--- src/rtl/csr_pkg.sv ---
// Shared definitions for the counter CSR unit: address map, op encoding, writeback select code.
package csr_pkg;

    localparam int unsigned XLEN      = 32;
    localparam int unsigned CNT_WIDTH = 64;
    localparam int unsigned ADDR_W    = 12;

    localparam logic [ADDR_W-1:0] CSR_MCYCLE        = 12'hB00;
    localparam logic [ADDR_W-1:0] CSR_MCYCLEH       = 12'hB80;
    localparam logic [ADDR_W-1:0] CSR_MINSTRET      = 12'hB02;
    localparam logic [ADDR_W-1:0] CSR_MINSTRETH     = 12'hB82;
    localparam logic [ADDR_W-1:0] CSR_MCOUNTINHIBIT = 12'h320;
    localparam logic [ADDR_W-1:0] CSR_CYCLE         = 12'hC00;
    localparam logic [ADDR_W-1:0] CSR_CYCLEH        = 12'hC80;
    localparam logic [ADDR_W-1:0] CSR_TIME          = 12'hC01;
    localparam logic [ADDR_W-1:0] CSR_TIMEH         = 12'hC81;
    localparam logic [ADDR_W-1:0] CSR_INSTRET       = 12'hC02;
    localparam logic [ADDR_W-1:0] CSR_INSTRETH      = 12'hC82;

    localparam logic [2:0] WB_SEL_CSR = 3'b100;

    typedef enum logic [1:0] {
        CSR_NONE = 2'b00,
        CSR_RW   = 2'b01,
        CSR_RS   = 2'b10,
        CSR_RC   = 2'b11
    } csr_op_t;

    // Read-modify-write result for a Zicsr operation.
    function automatic logic [XLEN-1:0] csr_apply(input csr_op_t op,
                                                  input logic [XLEN-1:0] old,
                                                  input logic [XLEN-1:0] wdata);
        logic [XLEN-1:0] res;
        case (op)
            CSR_RW:  res = wdata;
            CSR_RS:  res = old | wdata;
            CSR_RC:  res = old & ~wdata;
            default: res = old;
        endcase
        return res;
    endfunction

endpackage

--- src/rtl/csr_counter64.sv ---
// 64-bit counter with independently writable halves; a write to either half suppresses the increment.
module csr_counter64
    import csr_pkg::*;
(
    input  logic                 clk,
    input  logic                 rst_n,
    input  logic                 inc,
    input  logic                 we_lo,
    input  logic                 we_hi,
    input  logic [XLEN-1:0]      wdata,
    output logic [CNT_WIDTH-1:0] cnt
);

    always_ff @(posedge clk or negedge rst_n) begin
        if (!rst_n) begin
            cnt <= '0;
        end else if (we_lo) begin
            cnt[XLEN-1:0] <= wdata;
        end else if (we_hi) begin
            cnt[CNT_WIDTH-1:XLEN] <= wdata;
        end else if (inc) begin
            cnt <= cnt + CNT_WIDTH'(1);
        end
    end

endmodule

--- src/rtl/csr_counter_unit.sv ---
// Zicntr counter CSRs (mcycle/minstret, user aliases, mcountinhibit) with a registered 1-cycle access port.
module csr_counter_unit
    import csr_pkg::*;
(
    input  logic              clk,
    input  logic              rst_n,
    input  logic              csr_en,
    input  logic [ADDR_W-1:0] csr_addr,
    input  logic [1:0]        csr_op,
    input  logic [XLEN-1:0]   csr_wdata,
    input  logic              instret_pulse,
    output logic [XLEN-1:0]   csr_rdata,
    output logic              csr_rvalid,
    output logic              csr_illegal
);

    csr_op_t              op;
    logic [CNT_WIDTH-1:0] cyc_cnt;
    logic [CNT_WIDTH-1:0] ins_cnt;
    logic                 inh_cy;
    logic                 inh_ir;
    logic                 hit;
    logic                 illegal_acc;
    logic                 wr;
    logic [XLEN-1:0]      old_val;
    logic [XLEN-1:0]      new_val;

    assign op = csr_op_t'(csr_op);

    // Address decode and old-value mux.
    always_comb begin
        hit     = 1'b1;
        old_val = '0;
        case (csr_addr)
            CSR_MCYCLE, CSR_CYCLE, CSR_TIME:    old_val = cyc_cnt[XLEN-1:0];
            CSR_MCYCLEH, CSR_CYCLEH, CSR_TIMEH: old_val = cyc_cnt[CNT_WIDTH-1:XLEN];
            CSR_MINSTRET, CSR_INSTRET:          old_val = ins_cnt[XLEN-1:0];
            CSR_MINSTRETH, CSR_INSTRETH:        old_val = ins_cnt[CNT_WIDTH-1:XLEN];
            CSR_MCOUNTINHIBIT:                  old_val = {29'd0, inh_ir, 1'b0, inh_cy};
            default:                            hit     = 1'b0;
        endcase
        // 0xCxx is the user read-only window; any write attempt there is illegal.
        illegal_acc = !hit || ((op != CSR_NONE) && (csr_addr[11:8] == 4'hC));
        wr          = csr_en && !illegal_acc && (op != CSR_NONE);
        new_val     = csr_apply(op, old_val, csr_wdata);
    end

    csr_counter64 u_cycle (
        .clk   (clk),
        .rst_n (rst_n),
        .inc   (!inh_cy),
        .we_lo (wr && (csr_addr == CSR_MCYCLE)),
        .we_hi (wr && (csr_addr == CSR_MCYCLEH)),
        .wdata (new_val),
        .cnt   (cyc_cnt)
    );

    csr_counter64 u_instret (
        .clk   (clk),
        .rst_n (rst_n),
        .inc   (instret_pulse && !inh_ir),
        .we_lo (wr && (csr_addr == CSR_MINSTRET)),
        .we_hi (wr && (csr_addr == CSR_MINSTRETH)),
        .wdata (new_val),
        .cnt   (ins_cnt)
    );

    // Inhibit bits: new value applies from the cycle after the write.
    always_ff @(posedge clk or negedge rst_n) begin
        if (!rst_n) begin
            inh_cy <= 1'b0;
            inh_ir <= 1'b0;
        end else if (wr && (csr_addr == CSR_MCOUNTINHIBIT)) begin
            inh_cy <= new_val[0];
            inh_ir <= new_val[2];
        end
    end

    // Read response, aligned with writeback.
    always_ff @(posedge clk or negedge rst_n) begin
        if (!rst_n) begin
            csr_rdata   <= '0;
            csr_rvalid  <= 1'b0;
            csr_illegal <= 1'b0;
        end else begin
            csr_rvalid  <= csr_en;
            csr_illegal <= csr_en && illegal_acc;
            if (csr_en) begin
                csr_rdata <= illegal_acc ? '0 : old_val;
            end
        end
    end

endmodule

--- config.mk ---
export PLATFORM = sky130hd
export DESIGN_NAME = csr_counter_unit
export DESIGN_NICKNAME = d
export VERILOG_FILES = /design/src/rtl/csr_pkg.sv /design/src/rtl/csr_counter64.sv /design/src/rtl/csr_counter_unit.sv
export SDC_FILE = /design/constraint.sdc
export NUM_CORES = 1
export LEC_CHECK = 0
export ABC_AREA = 0
export CORE_MARGIN = 4
export CORE_UTILIZATION = 25
export DETAILED_ROUTE_END_ITERATION = 8
export DONT_BUFFER_PORTS = 1
export GPL_TIMING_DRIVEN = 0
export PLACE_DENSITY_LB_ADDON = 0.2
export SLEW_MARGIN = 20
export SYNTH_ARGS = -nofsm -noshare
export SYNTH_HDL_FRONTEND = slang
export SYNTH_HIERARCHICAL = 1
export SYNTH_SLANG_ARGS = --single-unit
--- constraint.sdc ---
create_clock -name clk -period 6.3 [get_ports clk]
set_clock_uncertainty 0.2 [all_clocks]
set_input_delay 0.63 -clock clk [delete_from_list [all_inputs] [get_ports clk]]
set_output_delay 0.63 -clock clk [all_outputs]
set_load 0.05 [all_outputs]
==> out/results.txt, run 1 <==
Status - complete, but fails checks
Failing checks - negative hold slack
Final core occ - 28.4%
R2R setup slack - 3.16 ns
RSZ-0062 raised after global routing - no
Global-route wire length before repair - 77400 µm
Hold Slack - -0.0284 ns
Post-synth ARST share - 100%
H-tree Lvls - 4
Lkg Pwr - 4.90 nW
Core Region - 0.0467 mm²
Cell variety after synth - 79
Peak supply drop - 182 µV
Dominant cell type by area after synthesis - dfrtp_1
Critical Path RT - 6.42 ns
Setup Viol. Count Final - 0
Antenna diodes - 0
Final wirelength - 53500 µm
Layout cells sized above 1 - 5.74%
Synth top area cells - dfrtp_1 (35%), mux2i_1 (6.2%), nand2_1 (5.0%)
Finished Layout Cells - 2053
Port buffer count - 0
FF-to-FF End - u_cycle/cnt[62]
Mean Syn Cell Area - 8.37 µm²
Post-synth EDFFs - 0
PostCTS Resize Cnt - 0
Max frequency - 202 MHz
FF-to-FF Start - u_cycle/cnt[39]
Critical Path Fanout Max - 10
FF-to-FF path depth - 7
Max clock buf depth - 2
Worst Tran Pin Value - 1.15 ns
Seq/Total Area, Yosys - 34.7%
Min Clock Period, post-route - 4.95 ns
Die ar. - 0.0508 mm²
Tcrit/Tclk final - 78.5%
Cts hold-fix bufs - 2
Post-place setup slack - 0.914 ns
Max-slew headroom - 23.5%
Starting Density - 25.3%
Area of placed instances - 0.0126 mm²
Clock tree from TritonCTS - yes
Ports - 84
Synth warnings - 6
Cell row count - 79
Area Overhead vs Synth - 11.9%
Root Buffer - clkbuf_16
Slew Limit Fails - 0
Max Cap Violations - 0
Sink Count - 164
Total Power - 2.59 mW
Placed cell count - 2021
CP arrival - 5.07 ns
Yosys top cell area share - 34.7%
Setup crit start kind - input pin
Total Routing Usage GR - 20.6%
DR vias/cell - 5.83
Commonest non-fill, non-tap cell in the layout - dfrtp_1
Vias - 12000
Power Dens Cells - 196 mW/mm²
Vias in the first global route - 11300
Ys flop type - dfrtp_1
Mapped Area - 0.0118 mm²
Mapped Cells - 1413
Grt ovf - 0
DRC - 0
Hold Path Class - input pin to asynchronous set/reset pin
RePlAce Congestion - 0.932
Final net count - 1487
Die Span Y - 225 µm
CTS buffer count - 17
Clock slew at reported path FFs - 0.07 ns
Critical path type - input pin to flip-flop
Largest net degree at the start of global routing - 165
Initial antenna violation count - 3
DR iter-0 viols - 1393
Post-CTS Repair Setup Buffers - 0
Post-synthesis register bit count - 164
Critical Path Sink Type - flip-flop
Syn nets - 1465
Setup slack after layout - 1.35 ns
Remaining antenna violation count - 0
DR WL/cell - 26.1 µm
Die X - 225 µm
Worst skew pair latency - 0.50 ns
Dpl hpwl - 40800 µm
Commonest non-fill, non-tap cells in the layout - dfrtp_1 (164), nand2_1 (157), o21ai_0 (89)
First drt pass iteration count - 6
Final hold vios - 28
Post-route setup TNS - 0 ns
Finished Cell Area - 0.0132 mm²
-- power breakdown --
| part | leakage [nW] | switching (mW) | total, mW | internal [mW] |
|---|---|---|---|---|
| Combinational | 2.50 | 0.222 | 0.337 | 0.115 |
| Sequential | 2.13 | 0.0715 | 1.17 | 1.10 |
| Clock | 0.264 | 0.489 | 1.09 | 0.598 |
| Total | 4.90 | 0.782 | 2.59 | 1.81 |
-- cell usage after synthesis, drive strengths merged, types with 3 or more instances --
cell,count
nor3,49
o22ai,41
nor4,40
o211ai,13
nor2b,6
dfrtp,164
nand4,64
a221oi,3
and4,20
a211o,8
a311o,5
a41o,4
nand3,88
nand2b,3
buf,21
mux2i,73
nand2,157
a21oi,28
and3,44
a211oi,14
a2111oi,6
o22a,32
nand3b,5
xor2,39
clkbuf,75
nand4b,3
or3,28
or4b,3
a311oi,12
a22oi,33
a31oi,6
or4,17
nor2,63
xnor2,55
o21ai,89
inv,50
o311ai,6
and2,14
or2,5
-- state kept, by name (all words and copies together), names as in the netlist --
| signal | flops |
|---|---|
| u_cycle/cnt | 64 |
| u_instret/cnt | 64 |
| csr_rdata | 32 |
| csr_illegal | 1 |
| csr_rvalid | 1 |
| inh_cy | 1 |
| inh_ir | 1 |
-- critical path, stage by stage --
cell      delay, ns
nor4_1         0.64
nand4b_1       0.41
a31o_1         0.32
buf_2          0.21
nor4_1         0.59
clkbuf_1       0.55
o21ba_2        0.31
clkbuf_1       0.47
clkbuf_1       0.52
nor2_1         0.07
a31oi_1        0.15
o311ai_0       0.19
-- routing by layer --
layer | track usage, % | routed length [µm]
met5 | 0 | 21
met4 | 7.09 | 1780
met3 | 4.49 | 3580
met2 | 34.0 | 25500
met1 | 26.8 | 22600
-- cells by family (layout without fill, tap and decap cells) --
group | count (synthesis) | in the layout | share of synthesized area [%]
xor+xnor | 94 | 94 | 6.96
mux | 75 | 75 | 6.37
compound gates | 315 | 315 | 18.0
simple gates | 617 | 617 | 28.8
buf+inv | 146 | 179 | 4.94
fa+ha+maj | 2 | 2 | 0.212
flops | 164 | 164 | 34.7
-- cell type report --
cell class | instances | area, µm²
inverter | 50 | 188
clock inverter | 8 | 104
multi-input combinational | 1103 | 7180
tap | 607 | 759
clock buffer | 22 | 464
buffer | 96 | 397
fill | 5069 | 33400
timing repair buffer | 3 | 42.5
sequential | 164 | 4100
-- worst max-delay path by stage --
stage                     start           endpoint  slack [ns]  cells after the start
floorplan           csr_addr[3]  u_instret/cnt[38]        2.55                     12
global placement    csr_addr[3]    u_cycle/cnt[52]        0.93                     11
detailed placement  csr_addr[3]  u_instret/cnt[39]        0.91                     12
CTS                 csr_addr[3]  u_instret/cnt[39]        1.44                     12
global route        csr_addr[3]  u_instret/cnt[39]        1.19                     12
finish              csr_addr[3]  u_instret/cnt[39]        1.35                     12
No activity file was read; power rests on OpenSTA's default activity.
==> run 2: changes to the inputs <==
- clock period: 6.3 -> 4.3 ns (I/O delays scaled with it)
==> run 2 against run 1 <==
  * The run still ends with negative hold slack left
  * Combinational power is 35% higher
  * Die area stayed put
  * Core utilization hardly changed
  * Critical endpoint is now u_cycle/cnt[44]
  * Largest power group unchanged
==> out/results.txt, run 2 (synthesis gave the netlist of run 1 again) <==
DR vias/cell - 5.83 (about the same)
Post-CTS Repair Setup Buffers - 0 (unchanged)
Total Power - 3.76 mW (was 2.59 mW)
Worst-path cell chain - or4b_1, a211o_1, a31o_1, buf_2, nor3_2, o21bai_1, clkbuf_1, clkbuf_1, nor3_1, nor3_1 (was nor4_1, nand4b_1, a31o_1, buf_2, nor4_1, clkbuf_1, o21ba_2, clkbuf_1, clkbuf_1, nor2_1, a31oi_1, o311ai_0)
Vias - 12000 (about the same)
Setup slack after layout - 0.0510 ns (was 1.35 ns)
Peak supply drop - 259 µV (was 182 µV)
Ports - 84 (unchanged)
Vias in the first global route - 11300 (about the same)
Area of placed instances - 0.0126 mm² (unchanged)
Commonest non-fill, non-tap cell in the layout - dfrtp_1 (unchanged)
Critical path's top delay family - simple AND/OR/NAND/NOR gates (was buffers and inverters)
Sequential share of power - 45.6% (was 45.1%)
Tcrit/Tclk final - 98.8%
Clock tree from TritonCTS - yes (unchanged)
Post-place setup slack - -0.886 ns (was 0.914 ns)
DRC - 0 (unchanged)
Cell internal pwr - 2.65 mW (was 1.81 mW)
Port buffer count - 0 (unchanged)
Switching share of total power - 29.4% (was 30.2%)
Hold Slack - -0.546 ns (was -0.0284 ns)
Fillers - 5070 (was 5069)
Largest net degree at the start of global routing - 165 (unchanged)
Layout cells sized above 1 - 6.16% (was 5.74%)
CP max stage cell - or4b_1 (was nor4_1)
Final hold vios - 164 (was 28)
Status - complete, but fails checks (unchanged)
Worst Tran Pin Value - 1.16 ns (was 1.15 ns)
Setup Viol. Count Final - 0 (unchanged)
Antenna diodes - 0 (unchanged)
Area Overhead vs Synth - 11.9% (about the same)
Lkg Pwr - 4.90 nW (about the same)
Crit-path max cell delay - 0.66 ns (was 0.64 ns)
Remaining antenna violation count - 0 (unchanged)
Starting Density - 25.3% (unchanged)
Critical Path Sink Type - flip-flop (unchanged)
Crit path depth - 10 (was 12)
Dpl hpwl - 40800 µm (unchanged)
Critical Path Fanout Max - 10 (unchanged)
DR iter-0 viols - 1548 (was 1393)
Max Cap Violations - 0 (unchanged)
Critical path type - input pin to flip-flop (unchanged)
Final wirelength - 53400 µm (was 53500 µm)
FF-to-FF path depth - 7 (unchanged)
Failing checks - negative hold slack (unchanged)
Cts hold-fix bufs - 1 (was 2)
Power Dens Cells - 284 mW/mm² (was 196 mW/mm²)
Cell row count - 79 (unchanged)
Largest regs - u_cycle/cnt x64, u_instret/cnt x64, csr_rdata x32 (unchanged)
Slew Limit Fails - 0 (unchanged)
Total Routing Usage GR - 20.6% (about the same)
Core Region - 0.0467 mm² (unchanged)
Setup crit start kind - input pin (unchanged)
DR WL/cell - 26.0 µm (was 26.1 µm)
Root Buffer - clkbuf_16 (unchanged)
Max clock buf depth - 2 (unchanged)
Power share of the clock group - 42.2% (was 41.9%)
Max frequency - 235 MHz
RSZ-0062 raised after global routing - no (unchanged)
RePlAce Congestion - 0.932 (unchanged)
H-tree Lvls - 4 (unchanged)
Commonest non-fill, non-tap cells in the layout - dfrtp_1 (164), nand2_1 (157), o21ai_0 (89) (unchanged)
Sink Count - 164 (unchanged)
CP arrival - 4.44 ns (was 5.07 ns)
Final net count - 1486 (was 1487)
Max-slew headroom - 23.0% (was 23.5%)
Die Span Y - 225 µm (unchanged)
Die X - 225 µm (unchanged)
Critical Path RT - 4.49 ns (was 6.42 ns)
Logic gate share of total power - 12.1% (was 13.0%)
CP Buf/Inv Count - 3 (was 4)
First drt pass iteration count - 5 (was 6)
Min Clock Period, post-route - 4.25 ns
Clock slew at reported path FFs - 0.07 ns (about the same)
Hold Path Class - input pin to asynchronous set/reset pin (unchanged)
Multi-input gate area - 0.00720 mm² (was 0.00718 mm²)
Grt ovf - 0 (unchanged)
Initial antenna violation count - 3 (unchanged)
Net Switching - 1.11 mW (was 0.782 mW)
CTS buffer count - 17 (unchanged)
Finished Cell Area - 0.0132 mm² (about the same)
Post-route setup TNS - 0 ns (unchanged)
Register area - 0.00410 mm² (unchanged)
Die ar. - 0.0508 mm² (unchanged)
Worst skew pair latency - 0.49 ns (was 0.50 ns)
Global-route wire length before repair - 77400 µm (about the same)
## run 2: cell count changes in the layout (fill, tap and decap cells not counted)
| cell | change |
|---|---|
| buf_16 | -1 |
| clkbuf_1 | -4 |
| clkbuf_2 | +4 |
| nor4_1 | -3 |
| nor4_2 | +3 |
## run 2: per-stage QoR
stage                     utilization (%)  cells
after detailed placement             27.1   2021
after global placement               27.0   2020
after global routing                 28.4   2052
after floorplan                         -   1413
after CTS                            28.3   2052
final                                28.4   2052
## run 2: layout make-up
cell class                 instances  area share (%)
buffer                            96            3.03
clock buffer                      22            3.51
clock inverter                     8           0.785
inverter                          50            1.42
multi-input combinational       1103            54.4
sequential                       164            31.0
tap                              607            5.74
timing repair buffer               2           0.113
## run 2: what timing repair did
item                                    in CTS  in global routing
resized for setup                            3                  7
hold endpoints to repair                   165                164
pin swaps                                    0                  0
endpoints found under the setup margin      20                 12
## run 2: worst paths after layout
check                                start           endpoint  slack [ns]
setup / recovery               csr_addr[3]    u_cycle/cnt[44]        0.05
hold / removal                       rst_n      csr_rdata[11]       -0.55
setup reg to reg           u_cycle/cnt[39]    u_cycle/cnt[62]        1.13
hold reg to reg                     inh_cy             inh_cy        0.38
max in group asynchronous            rst_n  u_instret/cnt[17]        4.13
min in group clk              csr_wdata[0]             inh_cy        0.08
## run 2: metal layers
metal,part of all wire [%],GRT usage (%),up-vias
met5,0.039,0,-
met3,7.2,4.88,99
li1,-,-,5354
met1,42,26.7,5954
met2,47,33.8,545
met4,3.5,6.92,4
## run 2: power groups by stage
stage               registers, mW  logic [mW]  clock network (mW)
floorplan                    1.71       0.302                   0
global placement             1.74       0.434                   0
detailed placement           1.74       0.444                   0
CTS                          1.71       0.446                1.64
global route                 1.73       0.488                1.70
finish                       1.71       0.456                1.59
